<file path="src/rtl/ax309_mem_ctl.sv">
// Request/ack bus to ax309 single-port BRAM port sequencer (ISSUE/CAPT/ACK timing).
// Defining AX309_MEM_CLR_EN adds a post-reset sweep that writes FILL to every address.
module ax309_mem_ctl #(
  parameter int unsigned   AW   = 14,
  parameter int unsigned   DW   = 8,
  parameter logic [DW-1:0] FILL = '0
) (
  input  logic          clka,
  input  logic          rsta_n,
  input  logic          req,
  input  logic          we,
  input  logic [AW-1:0] addr,
  input  logic [DW-1:0] wdata,
  output logic          ack,
  output logic [DW-1:0] rdata,
  output logic          busy,
  output logic [AW-1:0] addra,
  output logic [DW-1:0] dina,
  output logic          wea,
  input  logic [DW-1:0] douta
);

`ifdef AX309_MEM_CLR_EN
  typedef enum logic [2:0] {StIdle, StIssue, StCapt, StAck, StClear, StDrain} state_e;
  localparam state_e      StReset = StClear;
  localparam logic [AW:0] CntOne  = (AW + 1)'(1);

  // Extra MSB marks that the last address has been issued.
  logic [AW:0] clr_cnt;
  logic [1:0]  drain_cnt;
`else
  typedef enum logic [1:0] {StIdle, StIssue, StCapt, StAck} state_e;
  localparam state_e StReset = StIdle;

  logic unused_fill;
  assign unused_fill = ^FILL;
  assign busy        = 1'b0;
`endif

  state_e state;
  logic   is_rd;

  always_ff @(posedge clka or negedge rsta_n) begin
    if (!rsta_n) begin
      state <= StReset;
      ack   <= 1'b0;
      rdata <= '0;
      addra <= '0;
      dina  <= '0;
      wea   <= 1'b0;
      is_rd <= 1'b0;
`ifdef AX309_MEM_CLR_EN
      busy      <= 1'b0;
      clr_cnt   <= '0;
      drain_cnt <= '0;
`endif
    end else begin
      unique case (state)
        StIdle: begin
          if (req) begin
            addra <= addr;
            dina  <= wdata;
            wea   <= we;
            is_rd <= ~we;
            state <= StIssue;
          end
        end
        StIssue: begin
          // RAM has latched addra/wea on this edge; dina stays put for the commit.
          wea   <= 1'b0;
          state <= StCapt;
        end
        StCapt: begin
          if (is_rd) begin
            rdata <= douta;
          end
          ack   <= 1'b1;
          state <= StAck;
        end
        StAck: begin
          ack   <= 1'b0;
          state <= StIdle;
        end
`ifdef AX309_MEM_CLR_EN
        StClear: begin
          busy <= 1'b1;
          if (clr_cnt[AW]) begin
            wea   <= 1'b0;
            state <= StDrain;
          end else begin
            wea     <= 1'b1;
            dina    <= FILL;
            addra   <= clr_cnt[AW-1:0];
            clr_cnt <= clr_cnt + CntOne;
          end
        end
        StDrain: begin
          // Let the final latched write commit before accepting requests.
          if (drain_cnt == 2'd2) begin
            busy  <= 1'b0;
            state <= StIdle;
          end else begin
            drain_cnt <= drain_cnt + 2'd1;
          end
        end
`endif
        default: begin
          ack   <= 1'b0;
          wea   <= 1'b0;
          state <= StIdle;
        end
      endcase
    end
  end

endmodule

</file>
<file path="config.mk">
export PLATFORM = sky130hd
export DESIGN_NAME = ax309_mem_ctl
export DESIGN_NICKNAME = d
export VERILOG_FILES = /design/src/rtl/ax309_mem_ctl.sv
export SDC_FILE = /design/constraint.sdc
export NUM_CORES = 1
export LEC_CHECK = 0
export CORE_MARGIN = 4
export CORE_UTILIZATION = 41
export CTS_CLUSTER_SIZE = 28
export DETAILED_ROUTE_END_ITERATION = 8
export PLACE_DENSITY = 0.81
export SLEW_MARGIN = 20
export SYNTH_ARGS = -nofsm -noshare
export SYNTH_HDL_FRONTEND = slang
export SYNTH_SLANG_ARGS = --single-unit
</file>
<file path="constraint.sdc">
create_clock -name clka -period 1.64 [get_ports clka]
set_input_delay 0.41 -clock clka [delete_from_list [all_inputs] [get_ports clka]]
set_output_delay 0.41 -clock clka [all_outputs]
set_load 0.1 [all_outputs]
</file>
* After elaboration in Yosys (flattened, before gate mapping) *
Index checks and enable logic that the tools add are counted.

storage, ports and cells
  register bits = 35
  input port bits = 34
  output and inout bits = 33
  logic and storage cells = 23

operators by class
  eq/ne operators = 4
  muxes and demuxes = 5
  bitwise logic cells = 1
  reductions and logical operators = 6

operators by type and width
  cell                  count
  $pmux W2 S4           1
  $reduce_and A2 Y1     3
  $eq A2 B2 Y1 const B  2
  $pmux W1 S2           2
  $reduce_bool A2 Y1    2
  $eq A2 B1 Y1 const B  1
  $logic_not A2 Y1      1
  $mux W2               1
  $ne A2 B2 Y1 const B  1
  $mux W1               1
  $not A1 Y1            1

* Longest topological paths before layout *
  depth after elaboration = 3
  gate-level depth with buffers = 6
  gate-level depth less buffers = 4

* Worst setup path after synthesis *
No wires, ideal clock.

  path kind = register to register
  from = register wea (netlist name)
  to = register wea
  setup time = 0.071 ns
  arrival time = 1.468 ns
  data required time = 1.569 ns
  slack = 0.101 ns
  cell stages (with the launch flop) = 3
  path buffers = 0
  clock period less this slack = 1.539 ns
  cell sequence = dfrtp_1 -> or3b_2 -> nand3_1

RTL lines
  element               line  RTL
  end signal, assigned  63    wea <= we;
  end, declared         19    output logic wea,

* Final worst setup path *
  from = register state[0]
  to = register rdata[0]

between the ends
  cells in the longest elaborated chain, start to end = 2

ends and longest elaborated chain
  element                             line  RTL
  start, declared                     40    state_e state;
  start signal, assigned              45    state <= StReset;
  start signal, assigned              65    state <= StIssue;
  start signal, assigned              71    state <= StCapt;
  $eq A2 B2 Y1                        58    unique case (state)
  $reduce_and A2 Y1 (no source line)  --
  end signal, assigned                75    rdata <= douta;
  end, declared                       15    output logic [DW-1:0] rdata,

No other way between the ends.
A chain may end at the register's enable or synchronous reset.

==> results by group <==
Run status
  • Run status: finished, final reports clean

GRT
  • Initial antenna violation count: 0
  • Vias in the first global route: 1,027
  • Maximum number of pins on one net before global-route repair: 36
  • All-Layer GR Usage: 15.3%
  • First-pass GRT wire length: 5020 um
  • Grt total ovfl: 0

Yosys
  • Syn avg cell area: 16.2 sq um
  • Cell variety after synth: 19
  • Ranking of synthesized cells by area: dfrtp_1, mux2_4, mux2_2, ha_1, buf_6
  • Register area share after synthesis: 59.4%
  • Yosys warnings: 0
  • Dominant cell type by area after synthesis: dfrtp_1
  • Mapped Cells: 91
  • FF+latch count, synth: 35
  • Synth Cell Area: 1470 sq um
  • Share of the synthesized area in the top cell type: 59.4%
  • Syn Nets: 129

Setup path
  • Critical-path cell list: inv_1, ha_1, nand2_1, mux2_2
  • R2R Setup Slk: 0.17 ns
  • Crit path max fanout: 8
  • Biggest cell delay along the critical path: 0.40 ns
  • Reg2reg start: state[0]
  • CP Capture Type: flip-flop
  • Family with the most delay on the worst path: flip-flops
  • Kind of start point of the critical path: flip-flop
  • Critical path class: flip-flop to flip-flop
  • Critical path arrival: 1.69 ns
  • RR Endpoint: rdata[0]
  • CP max stage cell: dfrtp_1
  • R2R cell count: 4
  • Worst path required time: 1.86 ns
  • Buf/Inv on CP: 1

Clocking
  • Worst skew pair latency: 0.33 ns
  • Root buf cell: clkbuf_4
  • CTS Sinks: 35
  • CTS tree: built
  • Max clock buf depth: 2
  • CTS resizes: 0
  • Total CTS buffers: 5
  • Post-CTS setup buffer count: 0
  • H-tree depth: 2
  • Clock transition at path regs: 0.10 ns
  • Hold_buf cts: 0

Floorplanning
  • Core box area: 3420 sq um
  • # rows: 21
  • Initial Util: 43.2%
  • # IOs: 67
  • Die X: 68.0 um
  • Die ar.: 4620 sq um
  • Die Span Y: 68.0 um

STA
  • Tmin final: 1.47 ns
  • Final Slew Violations: 0
  • Final setup fails: 0
  • Final period util: 89.6%
  • Unrepaired setup endpoints after global routing: no
  • Fmax: 680 MHz
  • Post-route worst setup slack: 0.170 ns
  • Skew final: 0.00508 ns
  • Final Hold Fails: 0
  • Setup TNS: 0 ns

Drt
  • Drt pass-1 iters: 4
  • DR vias/cell: 4.55
  • DRT antenna net count: 0
  • Drt wl/cell: 16.4 um
  • Vias: 960
  • DRC: 0
  • 1st-iter DRT viols: 30
  • Routed wire length: 3460 um

Placement
  • HPWL after DPL: 2800 um
  • Port Buffers: 65
  • Post-Place Setup Slack: -0.0216 ns
  • GP Congestion: 0.772

Min path
  • Min-delay worst type: input port to async pin

Cells and area
  • Area grow syn2layout: 77.2%
  • Layout cells sized above 1: 46.7%
  • Ant diodes: 0
  • Nets: 202

Flow run
  • MaxCap Viol Count: 0
synthesized netlist by cell type:
library cell,instances
buf_6,2
a21oi_1,2
or3b_2,1
nand2_1,1
nand3b_1,1
mux2_2,11
inv_1,2
nor2_1,4
mux2_4,20
dfrtp_1,35
buf_2,1
nand2_2,1
buf_4,1
a31oi_1,1
ha_1,4
nand2b_1,1
nand4b_1,1
conb_1,1
nand3_1,1
worst max path at each step:
stage	start	endpoint	cells past startpoint
after global placement	req	addra[12]	4
after CTS	state[0]	rdata[0]	4
after detailed placement	req	dina[4]	4
final	state[0]	rdata[0]	4
after floorplan	wea	wea	2
after global routing	state[0]	rdata[0]	4
flip-flops by register name, summed over array words and instances (netlist names):
name   cells
state      2
ack        1
rdata      8
dina       8
is_rd      1
addra     14
wea        1
area by class of cell:
cell class                      count  area [sq um]
Fill cell                         201           805
Tap cell                           46          57.6
Multi-Input combinational cell     50           556
Inverter                            2          7.51
Sequential cell                    35           876
Timing Repair Buffer               70          1050
Clock buffer                        8          68.8
layer usage:
metal	vias up	GRT usage, %	wire length [um]
met2	45	25.8	1790
met5	-	0	0
li1	456	-	-
met3	7	5.09	326
met1	452	17.8	1280
met4	0	6.70	65
stage by stage:
stage	instances	cell area [sq um]	utilization [%]	hold WS (ns)
after global placement	203	2540	74.4	0.531
after global routing	211	2610	76.4	0.465
after CTS	211	2610	76.4	0.449
final	211	2610	76.4	0.457
after detailed placement	203	2540	74.4	0.548
after floorplan	91	1470	-	0.114
logic make-up after synthesis:
kind of cell / count (synthesis) / share of synthesized area, %
flops: 35 / 59.4
mux: 31 / 28.8
simple gates: 11 / 4.16
buf+inv: 6 / 2.89
fa+ha+maj: 4 / 3.40
compound gates: 3 / 1.10
other cells: 1 / 0.254
cells in the final DEF, fill, tap and decap left out, drive strengths merged, types with 2 or more instances in the layout:
cell type / n
ha: 4
dfrtp: 35
a21oi: 2
mux2: 31
inv: 2
clkdlybuf4s50: 33
clkbuf: 8
nor2: 4
buf: 37
nand2: 2
Power is left out: the tool's default activity adds up to more than one toggle a clock period on the data nets, which glitch-free logic cannot reach.
